--- config.mk ---
export PLATFORM = sky130hd
export DESIGN_NAME = mem_port_arbiter
export DESIGN_NICKNAME = d
export VERILOG_FILES = /design/src/rtl/mem_arb_pkg.sv /design/src/rtl/rr_picker.sv /design/src/rtl/mem_port_arbiter.sv
export SDC_FILE = /design/constraint.sdc
export NUM_CORES = 1
export LEC_CHECK = 0
export CAP_MARGIN = 5
export CORE_AREA = 2 2 105 107
export CTS_CLUSTER_DIAMETER = 100
export DETAILED_ROUTE_END_ITERATION = 6
export DIE_AREA = 0 0 107 109
export PLACE_DENSITY = 0.65
export SLEW_MARGIN = 20
export SYNTH_ARGS = -nofsm -noshare
export SYNTH_HDL_FRONTEND = slang
export SYNTH_SLANG_ARGS = --single-unit
--- constraint.sdc ---
create_clock -name HCLK -period 2.6 [get_ports HCLK]
set_input_delay 0.52 -clock HCLK [delete_from_list [all_inputs] [get_ports HCLK]]
set_output_delay 0.52 -clock HCLK [all_outputs]
set_load 0.05 [all_outputs]
--- src/rtl/mem_arb_pkg.sv ---
// mem_arb_pkg: shared types and helpers for the memory port arbiter.
//   arb_state_e  - arbiter state (ARB_IDLE, ARB_OWN)
//   MAX_N_CH     - largest supported channel count
//   IDX_W        - width of a channel index
//   rr_pick_idx  - cyclic "first requester at or after ptr" search
package mem_arb_pkg;

    typedef enum logic {
        ARB_IDLE = 1'b0,
        ARB_OWN  = 1'b1
    } arb_state_e;

    localparam int unsigned MAX_N_CH = 8;
    localparam int unsigned IDX_W    = 3;

    // Returns the lowest index at or after ptr (wrapping at n_ch) whose req bit is set.
    // Returns 0 when nothing is requesting; callers qualify with |req.
    function automatic logic [IDX_W-1:0] rr_pick_idx(
        input logic [MAX_N_CH-1:0] req,
        input logic [IDX_W-1:0]    ptr,
        input int unsigned         n_ch
    );
        logic [IDX_W-1:0] idx;
        logic             found;
        int unsigned      c;
        idx   = '0;
        found = 1'b0;
        for (int unsigned k = 0; k < MAX_N_CH; k++) begin
            c = (32'(ptr) + k) % n_ch;
            if (!found && (k < n_ch) && req[c[IDX_W-1:0]]) begin
                idx   = c[IDX_W-1:0];
                found = 1'b1;
            end
        end
        return idx;
    endfunction

endpackage

--- src/rtl/rr_picker.sv ---
// rr_picker: combinational round-robin selector.
//   req   - request vector
//   ptr   - highest-priority index for this pick
//   mask  - eligibility mask (1 = may be picked)
//   gnt   - one-hot pick (all zero when nothing eligible)
//   idx   - index of the pick
//   valid - something was picked
module rr_picker
    import mem_arb_pkg::*;
#(
    parameter int unsigned N_CH = 2
) (
    input  logic [N_CH-1:0]  req,
    input  logic [IDX_W-1:0] ptr,
    input  logic [N_CH-1:0]  mask,
    output logic [N_CH-1:0]  gnt,
    output logic [IDX_W-1:0] idx,
    output logic             valid
);

    logic [MAX_N_CH-1:0] req_pad;

    always_comb begin
        req_pad             = '0;
        req_pad[N_CH-1:0]   = req & mask;
        valid               = |req_pad;
        idx                 = rr_pick_idx(req_pad, ptr, N_CH);
        gnt                 = '0;
        for (int i = 0; i < int'(N_CH); i++) begin
            gnt[i] = valid && (idx == i[IDX_W-1:0]);
        end
    end

endmodule

--- src/rtl/mem_port_arbiter.sv ---
// mem_port_arbiter: round-robin arbiter sharing one memory port among N_CH channels,
// with burst limiting (MAX_BURST beats while others wait) and one-cycle read return.
// Ports:
//   HCLK, HRESET                   - clock, async active-high reset
//   ch_req/ch_we/ch_addr/ch_wdata  - per-channel request, direction, address, write data
//   ch_gnt                         - one-hot combinational beat accept
//   ch_rvalid/ch_rdata             - read return, one cycle after the read beat
//   mem_addr/mem_read_flag/mem_write_flag/mem_wdata/mem_rdata - memory side
//   grant_cnt                      - per-channel saturating beat counts (MEM_ARB_STATS_EN only)
// Optional feature macro: MEM_ARB_STATS_EN.
module mem_port_arbiter
    import mem_arb_pkg::*;
#(
    parameter int unsigned N_CH      = 2,
    parameter int unsigned ADDR_W    = 32,
    parameter int unsigned DATA_W    = 32,
    parameter int unsigned MAX_BURST = 4
) (
    input  logic                   HCLK,
    input  logic                   HRESET,
    input  logic [N_CH-1:0]        ch_req,
    input  logic [N_CH-1:0]        ch_we,
    input  logic [N_CH*ADDR_W-1:0] ch_addr,
    input  logic [N_CH*DATA_W-1:0] ch_wdata,
    output logic [N_CH-1:0]        ch_gnt,
    output logic [N_CH-1:0]        ch_rvalid,
    output logic [DATA_W-1:0]      ch_rdata,
    output logic [ADDR_W-1:0]      mem_addr,
    output logic                   mem_read_flag,
    output logic                   mem_write_flag,
    output logic [DATA_W-1:0]      mem_wdata,
    input  logic [DATA_W-1:0]      mem_rdata
`ifdef MEM_ARB_STATS_EN
    ,
    output logic [N_CH*16-1:0]     grant_cnt
`endif
);

    localparam logic [3:0] MaxBurst = 4'(MAX_BURST);

    arb_state_e       state_q, state_d;
    logic [IDX_W-1:0] owner_q, owner_d;
    logic [3:0]       beat_cnt_q, beat_cnt_d;
    logic [IDX_W-1:0] rr_ptr_q, rr_ptr_d;
    logic             rtag_valid_q, rtag_valid_d;
    logic [IDX_W-1:0] rtag_ch_q, rtag_ch_d;

    logic [N_CH-1:0]  owner_oh;
    logic [IDX_W-1:0] owner_next;
    logic             others_req;
    logic             keep;

    logic [IDX_W-1:0] pick_ptr;
    logic [N_CH-1:0]  pick_mask;
    logic [N_CH-1:0]  pick_gnt;
    logic [IDX_W-1:0] pick_idx;
    logic             pick_valid;

    logic [IDX_W-1:0] gnt_idx;
    logic             granted;

    always_comb begin
        owner_oh = '0;
        for (int i = 0; i < int'(N_CH); i++) begin
            owner_oh[i] = (owner_q == i[IDX_W-1:0]);
        end
        owner_next = (32'(owner_q) == N_CH - 1) ? '0 : owner_q + IDX_W'(1);
        others_req = |(ch_req & ~owner_oh);
        keep       = ch_req[owner_q] && ((beat_cnt_q < MaxBurst) || !others_req);
    end

    // In OWN the picker only runs for re-arbitration, which always excludes the owner.
    always_comb begin
        pick_ptr  = rr_ptr_q;
        pick_mask = '1;
        if (state_q == ARB_OWN) begin
            pick_ptr  = owner_next;
            pick_mask = ~owner_oh;
        end
    end

    rr_picker #(
        .N_CH (N_CH)
    ) u_picker (
        .req   (ch_req),
        .ptr   (pick_ptr),
        .mask  (pick_mask),
        .gnt   (pick_gnt),
        .idx   (pick_idx),
        .valid (pick_valid)
    );

    always_comb begin
        state_d    = state_q;
        owner_d    = owner_q;
        beat_cnt_d = beat_cnt_q;
        rr_ptr_d   = rr_ptr_q;
        ch_gnt     = '0;
        gnt_idx    = owner_q;
        granted    = 1'b0;
        // Grants are held off while reset is asserted so no beat can slip through.
        if (!HRESET) begin
            case (state_q)
                ARB_IDLE: begin
                    if (pick_valid) begin
                        ch_gnt     = pick_gnt;
                        gnt_idx    = pick_idx;
                        granted    = 1'b1;
                        state_d    = ARB_OWN;
                        owner_d    = pick_idx;
                        beat_cnt_d = 4'd1;
                    end
                end
                ARB_OWN: begin
                    if (keep) begin
                        ch_gnt  = owner_oh;
                        granted = 1'b1;
                        if (beat_cnt_q < MaxBurst) begin
                            beat_cnt_d = beat_cnt_q + 4'd1;
                        end
                    end else begin
                        rr_ptr_d = owner_next;
                        if (pick_valid) begin
                            ch_gnt     = pick_gnt;
                            gnt_idx    = pick_idx;
                            granted    = 1'b1;
                            owner_d    = pick_idx;
                            beat_cnt_d = 4'd1;
                        end else begin
                            state_d    = ARB_IDLE;
                            beat_cnt_d = 4'd0;
                        end
                    end
                end
                default: state_d = ARB_IDLE;
            endcase
        end
    end

    always_comb begin
        mem_addr       = '0;
        mem_wdata      = '0;
        mem_read_flag  = 1'b0;
        mem_write_flag = 1'b0;
        for (int i = 0; i < int'(N_CH); i++) begin
            if (ch_gnt[i]) begin
                mem_addr       = ch_addr[i*ADDR_W +: ADDR_W];
                mem_wdata      = ch_wdata[i*DATA_W +: DATA_W];
                mem_read_flag  = ~ch_we[i];
                mem_write_flag = ch_we[i];
            end
        end
        rtag_valid_d = granted && mem_read_flag;
        rtag_ch_d    = gnt_idx;
    end

    always_comb begin
        ch_rvalid = '0;
        for (int i = 0; i < int'(N_CH); i++) begin
            ch_rvalid[i] = rtag_valid_q && (rtag_ch_q == i[IDX_W-1:0]);
        end
        ch_rdata = rtag_valid_q ? mem_rdata : '0;
    end

    always_ff @(posedge HCLK or posedge HRESET) begin
        if (HRESET) begin
            state_q      <= ARB_IDLE;
            owner_q      <= '0;
            beat_cnt_q   <= '0;
            rr_ptr_q     <= '0;
            rtag_valid_q <= 1'b0;
            rtag_ch_q    <= '0;
        end else begin
            state_q      <= state_d;
            owner_q      <= owner_d;
            beat_cnt_q   <= beat_cnt_d;
            rr_ptr_q     <= rr_ptr_d;
            rtag_valid_q <= rtag_valid_d;
            rtag_ch_q    <= rtag_ch_d;
        end
    end

`ifdef MEM_ARB_STATS_EN
    logic [15:0] grant_cnt_q [N_CH];
    logic [15:0] grant_cnt_d [N_CH];

    always_comb begin
        for (int i = 0; i < int'(N_CH); i++) begin
            grant_cnt_d[i] = grant_cnt_q[i];
            if (ch_gnt[i] && ch_req[i] && (grant_cnt_q[i] != 16'hFFFF)) begin
                grant_cnt_d[i] = grant_cnt_q[i] + 16'd1;
            end
            grant_cnt[i*16 +: 16] = grant_cnt_q[i];
        end
    end

    always_ff @(posedge HCLK or posedge HRESET) begin
        if (HRESET) begin
            for (int i = 0; i < int'(N_CH); i++) begin
                grant_cnt_q[i] <= '0;
            end
        end else begin
            for (int i = 0; i < int'(N_CH); i++) begin
                grant_cnt_q[i] <= grant_cnt_d[i];
            end
        end
    end
`endif

endmodule

==> run_results.csv, run 1 <==
group,metric,value,unit
status,outcome,"completed",
power,ir_worst_vdd,247,uV
yosys,yosys_warnings,0,
setup_path,cp.required,2080,ps
placed_design,portBuffers,267,
yosys,synth_flop_cell,"dfrtp_1",
detailed_routing,wire_per_inst,20.7,um
clocking,cts_tree,"built",
cells_and_area,final_nets,625,
sta,timing.final.crit_share,98.3,%
clocking,clk_latency,230,ps
detailed_routing,drt_iter0_markers,144,
global_route,grt_antenna_before_repair,0,
setup_path,crit_family,"compound AO/OA/AOI/OAI gates",
yosys,syn_nets,349,
detailed_routing,drc,0,
detailed_routing,drt-total-wl,12.3,mm
floorplan,rows,38,
sta,layout_min_cycle_time,2560,ps
yosys,synth.cell_area,1440,sq um
setup_path,crit_fanout,16,
placed_design,place_hpwl,9.71,mm
global_route,track_usage,19.2,%
setup_path,crit_path_frequent_cell,"buf_12",
detailed_routing,dr.pass1.iters,4,
yosys,yosysSeqAreaShare,13.9,%
clocking,h-tree-depth,1,
floorplan,num_io_pins,268,
clocking,path_clk_slew,40,ps
floorplan,core_area,10600,sq um
setup_path,critPathKind,"reg -> out",
floorplan,initial_utilization,13.5,%
floorplan,die-area,11700,sq um
sta,finalSetupViolCount,0,
detailed_routing,drtAntennaViolNets,0,
power,pwr_density_cell,497,nW/um^2
sta,maxSlewViolCount,0,
detailed_routing,dr_total_vias,2629,
sta,hold_ws,492,ps
yosys,synth_edf_count,0,
cells_and_area,register_area,204,sq um
setup_path,critical_path.slowest_cell,"dfrtp_2",
placed_design,place.gp.congestion,0.957,
yosys,synth_seq_cells,8,
cells_and_area,multiInputGateArea,1550,sq um
sta,worst_slew_pin_slew,687,ps
sta,skew,8.13,ps
cells_and_area,syn_to_final_growth,294,%
setup_path,worst_setup_path_end_kind,"output port",
power,power,0.00281,W
power,cellLeakagePower,2.45,nW
floorplan,dieWidth,107,um
cells_and_area,n_fill_cell,881,
sta,final_hold_viol_count,0,
setup_path,cp_num_buf_inv,3,
global_route,grt_pass1_vias,2749,
yosys,synth_cell_types,35,
cells_and_area,drive_above_1_share,42.1,%
clocking,root_buffer,"clkbuf_8",
setup_path,slowest_delay,420,ps
cells_and_area,layout_commonest_cell,"clkdlybuf4s50_1",
yosys,netlist_instances,182,
yosys,syn_avg_cell_area,7.89,sq um
sta,slew-limit-headroom,54.2,%
floorplan,dieHeight,109,um
setup_path,worstPathArrival,2040,ps
global_route,gr-total-overflow,0,
run,cap_violations,0,
global_route,grt_pass1_wl,16.8,mm
setup_path,start_kind,"flip-flop",
clocking,clock_path_buffers,2,
sta,rsz0062_at_grt,"yes",
yosys,synthArstFlopShare,100,%
global_route,grt_max_degree,35,
clocking,cts_sinks,8,
sta,fmax,0.391,GHz
detailed_routing,via_per_inst,4.41,
clocking,cts_buffers,3,
cells_and_area,n_antenna_cell,0,
worst_hold_path,hp-class,"in -> async",
cells_and_area,layout_common_cells,"clkdlybuf4s50_1, buf_12, a22o_4",
setup_path,cp_cell_sequence,"o21a_1 > or2_1 > a31oi_4 > buf_6 > buf_12 > a22o_1 > buf_12",
==> through the flow <==
step	util, %	instance area (sq um)	instances	TNS [ps]	worst slack [ps]
2_1_floorplan	-	1470	182	0	34.6
5_1_grt	53.4	5660	596	-346	-34.9
6_report	53.4	5660	596	0	43.9
3_3_place_gp	47.1	4990	582	-5640	-109
3_5_place_dp	47.1	4990	582	-9750	-172
4_1_cts	52.1	5530	594	0	0.122
==> sequential cells by signal, summed over array words and instances (netlist names) <==
name and cells:
rtag_valid_q 1, state_q 1, rtag_ch_q 1, beat_cnt_q 4, rr_ptr_q 1
==> final cells by class <==
cell class | instances | area share [%]
clock buffers | 3 | 0.729
inverters | 7 | 0.464
well taps | 140 | 3.09
repair buffers | 292 | 64.7
multi-input cells | 146 | 27.5
flip-flops and latches | 8 | 3.60
==> Yosys cell counts, types with 2 or more instances <==
cell | instances | share of area, %
inv_1 | 6 | 1.6
nand2b_1 | 2 | 0.87
a21oi_1 | 8 | 2.8
buf_2 | 8 | 2.8
o21ai_0 | 6 | 2.1
clkbuf_1 | 7 | 1.8
nor3_1 | 2 | 0.70
a22o_1 | 67 | 41
buf_4 | 6 | 3.1
a31oi_1 | 2 | 0.87
dfrtp_1 | 8 | 14
and2_1 | 34 | 15
nor2_1 | 4 | 1.0
==> per-layer routing <==
layer	part of all wire [%]	up-vias	track usage [%]
met3	12	4	9.03
met5	0	-	0
li1	-	1262	-
met4	0.18	0	1.21
met1	36	1214	21.7
met2	52	149	34.6
==> power by group <==
part	internal, W	leakage (nW)	total [W]	switching [W]
clock network	0.000100	0.0216	0.000150	0.0000498
logic	0.00123	2.33	0.00244	0.00121
registers	0.000164	0.0959	0.000220	0.0000558
total	0.00149	2.45	0.00281	0.00132
==> cell families after synthesis <==
family                     synth area share [%]
AOI/OAI and AO/OA                          53.9
and+or+nand+nor                            21.7
buffers and inverters                      9.58
DFF                                        13.9
adders and majority gates                 0.871
==> worst register-to-register path, stage by stage (launching register included) <==
cell	delay, ps
dfrtp_2	420
o21a_1	220
o31ai_2	290
a211oi_4	120
bufbuf_16	330
a22o_1	210
==> path summary, 6_finish.rpt <==
path	start	end	slack [ps]	cells after the start
worst max register to register	beat_cnt_q[3]	rtag_valid_q	890	5
worst min register to register	beat_cnt_q[0]	beat_cnt_q[0]	490	1
worst max-delay path	beat_cnt_q[3]	mem_wdata[21]	40	7
worst min-delay path	HRESET	state_q	490	3
max in group asynchronous	HRESET	beat_cnt_q[2]	1950	3
min in group HCLK	beat_cnt_q[0]	beat_cnt_q[0]	490	1
==> what timing repair did <==
item                       in CTS  in global routing
setup endpoints to repair      66                 66
cloned                          4                  1
resized for setup              57                 15
pin swaps                       4                  9
hold buffers                    0                  0
buffers inserted                5                  2
hold endpoints to repair        0                  0
No activity file was read; power rests on OpenSTA's default activity.
==> inputs of run 2 (changes only) <==
--- a/config.mk
+++ b/config.mk
@@ -10,7 +10,8 @@
 export CTS_CLUSTER_DIAMETER = 100
 export DETAILED_ROUTE_END_ITERATION = 6
 export DIE_AREA = 0 0 107 109
-export PLACE_DENSITY = 0.65
+export HOLD_SLACK_MARGIN = 0.03
+export PLACE_DENSITY_LB_ADDON = 0.2
 export SLEW_MARGIN = 20
 export SYNTH_ARGS = -nofsm -noshare
 export SYNTH_HDL_FRONTEND = slang
==> run_results.csv, run 2 (synthesis gave the netlist of run 1 again) <==
group,metric,value,unit
status,outcome,"completed",
sta,final_hold_viol_count,0,
detailed_routing,met2_length,5.87,mm
global_route,grt_pass1_vias,2540,
floorplan,rows,38,
floorplan,core_area,10600,sq um
cells_and_area,layout_commonest_cell,"clkdlybuf4s50_1",
detailed_routing,met1Wirelength,4.08,mm
power,ir_worst_vdd,191,uV
global_route,gr-total-overflow,0,
clocking,cts_sinks,8,
clocking,clk_latency,240,ps
cells_and_area,syn_to_final_growth,293,%
setup_path,start_kind,"flip-flop",
sta,hold_ws,485,ps
cells_and_area,layout_common_cells,"clkdlybuf4s50_1, buf_12, buf_4",
sta,slew-limit-headroom,51.0,%
sta,rsz0062_at_grt,"yes",
placed_design,pre_cts_ws,-115,ps
floorplan,dieWidth,107,um
clocking,h-tree-depth,1,
clocking,cts_hold_buf,0,
cells_and_area,largest_reg_flops,4,
setup_path,critPathKind,"reg -> out",
setup_path,worst_setup_path_end_kind,"output port",
floorplan,die-area,11700,sq um
power,power,0.00279,W
clocking,root_buffer,"clkbuf_8",
global_route,grt_pass1_wl,14.5,mm
global_route,track_usage,16.1,%
sta,skew,3.10,ps
detailed_routing,drtAntennaViolNets,0,
clocking,cts_tree,"built",
detailed_routing,wire_per_inst,18.1,um
detailed_routing,wl_met3,782,um
floorplan,num_io_pins,268,
detailed_routing,drc,0,
placed_design,portBuffers,267,
cells_and_area,largest_register,"beat_cnt_q",
detailed_routing,via_per_inst,4.39,
power,power_frac_comb,86.4,%
sta,fmax,0.388,GHz
global_route,grt_max_degree,35,
placed_design,place.gp.congestion,0.844,
cells_and_area,final_nets,633,
clocking,path_clk_slew,40,ps
detailed_routing,drt_iter0_markers,115,
global_route,grt_antenna_before_repair,0,
detailed_routing,highest-signal-layer,"met4",
setup_path,worstPathArrival,2050,ps
placed_design,placed_area,4970,sq um
setup_path,cp.required,2080,ps
power,swShare,46.0,%
run,cap_violations,0,
floorplan,initial_utilization,13.5,%
placed_design,place_hpwl,8.47,mm
worst_hold_path,hp-class,"in -> async",
cells_and_area,final_core_util,53.2,%
power,seq_power_share,8.0,%
detailed_routing,dr_total_vias,2649,
sta,timing.final.ws_setup,25.6,ps
cells_and_area,drive_above_1_share,44.8,%
cells_and_area,fin_area,5640,sq um
power,pwr_density_cell,495,nW/um^2
power,cellLeakagePower,2.45,nW
sta,layout_min_cycle_time,2570,ps
sta,maxSlewViolCount,0,
power,p_int,0.00151,W
setup_path,crit_fanout,14,
detailed_routing,dr.pass1.iters,4,
sta,worst_slew_pin_slew,735,ps
power,pwr-share-clk,5.6,%
detailed_routing,drt-total-wl,10.9,mm
cells_and_area,n_antenna_cell,0,
floorplan,dieHeight,109,um
power,p_sw,0.00128,W
clocking,clock_path_buffers,2,
clocking,cts_buffers,3,
sta,finalSetupViolCount,0,
sta,timing.final.crit_share,99.0,%
[run 2: cell count changes in the layout (fill, tap and decap cells not counted), sizes merged]
cell	before	now
bufbuf	1	3
clkbuf	4	5
buf	125	130
[run 2: area by class of cell]
cell class | instances | area [sq um]
Multi-Input combinational cell | 146 | 1500
Timing Repair Buffer | 300 | 3690
Tap cell | 140 | 175
Clock buffer | 3 | 41.3
Inverter | 7 | 26.3
Sequential cell | 8 | 205
Fill cell | 907 | 4960
[run 2: path summary, 6_finish.rpt]
kind | startpoint | end | slack (ps) | cells past startpoint
min | HRESET | rr_ptr_q[0] | 490 | 3
max reg2reg | beat_cnt_q[3] | rtag_valid_q | 910 | 5
max in group asynchronous | HRESET | beat_cnt_q[3] | 1960 | 3
min in group HCLK | beat_cnt_q[0] | beat_cnt_q[0] | 490 | 1
max | beat_cnt_q[3] | mem_addr[17] | 30 | 7
min reg2reg | beat_cnt_q[0] | beat_cnt_q[0] | 490 | 1
[run 2: per-layer routing]
layer / track usage, % / vias up
met2: 30.5 / 143
met5: 0 / -
met1: 18.5 / 1223
li1: - / 1272
met4: 4.17 / 0
met3: 3.29 / 11
[run 2: timing repair]
action                                 in CTS  in global routing
gates resized for setup                    18                 39
pin swaps                                   5                  4
setup buffers                              11                  5
cloned                                      3                  2
setup endpoints to repair                  66                 62
endpoints found under the hold margin       0                  0
[run 2: power groups by stage]
stage          clock network, W  logic, W  registers (W)
4_1_cts                0.000161   0.00226       0.000223
3_3_place_gp                  0   0.00212       0.000223
5_1_grt                0.000165   0.00250       0.000232
3_5_place_dp                  0   0.00213       0.000225
2_1_floorplan                 0   0.00108       0.000195
6_report               0.000158   0.00241       0.000223
[run 2: critical path, cell delays in order, from the launching register on]
cell and delay, ps:
dfrtp_2 430, o21a_1 200, or2_1 240, a31oi_4 220
buf_6 140, bufbuf_16 270, a22o_2 180, buf_12 130
[run 2: per-stage QoR]
stage	instances	TNS, ps
final	604	0
after global routing	604	-576
after CTS	599	-145
after detailed placement	582	-6390
after global placement	582	-7120
after floorplan	182	0
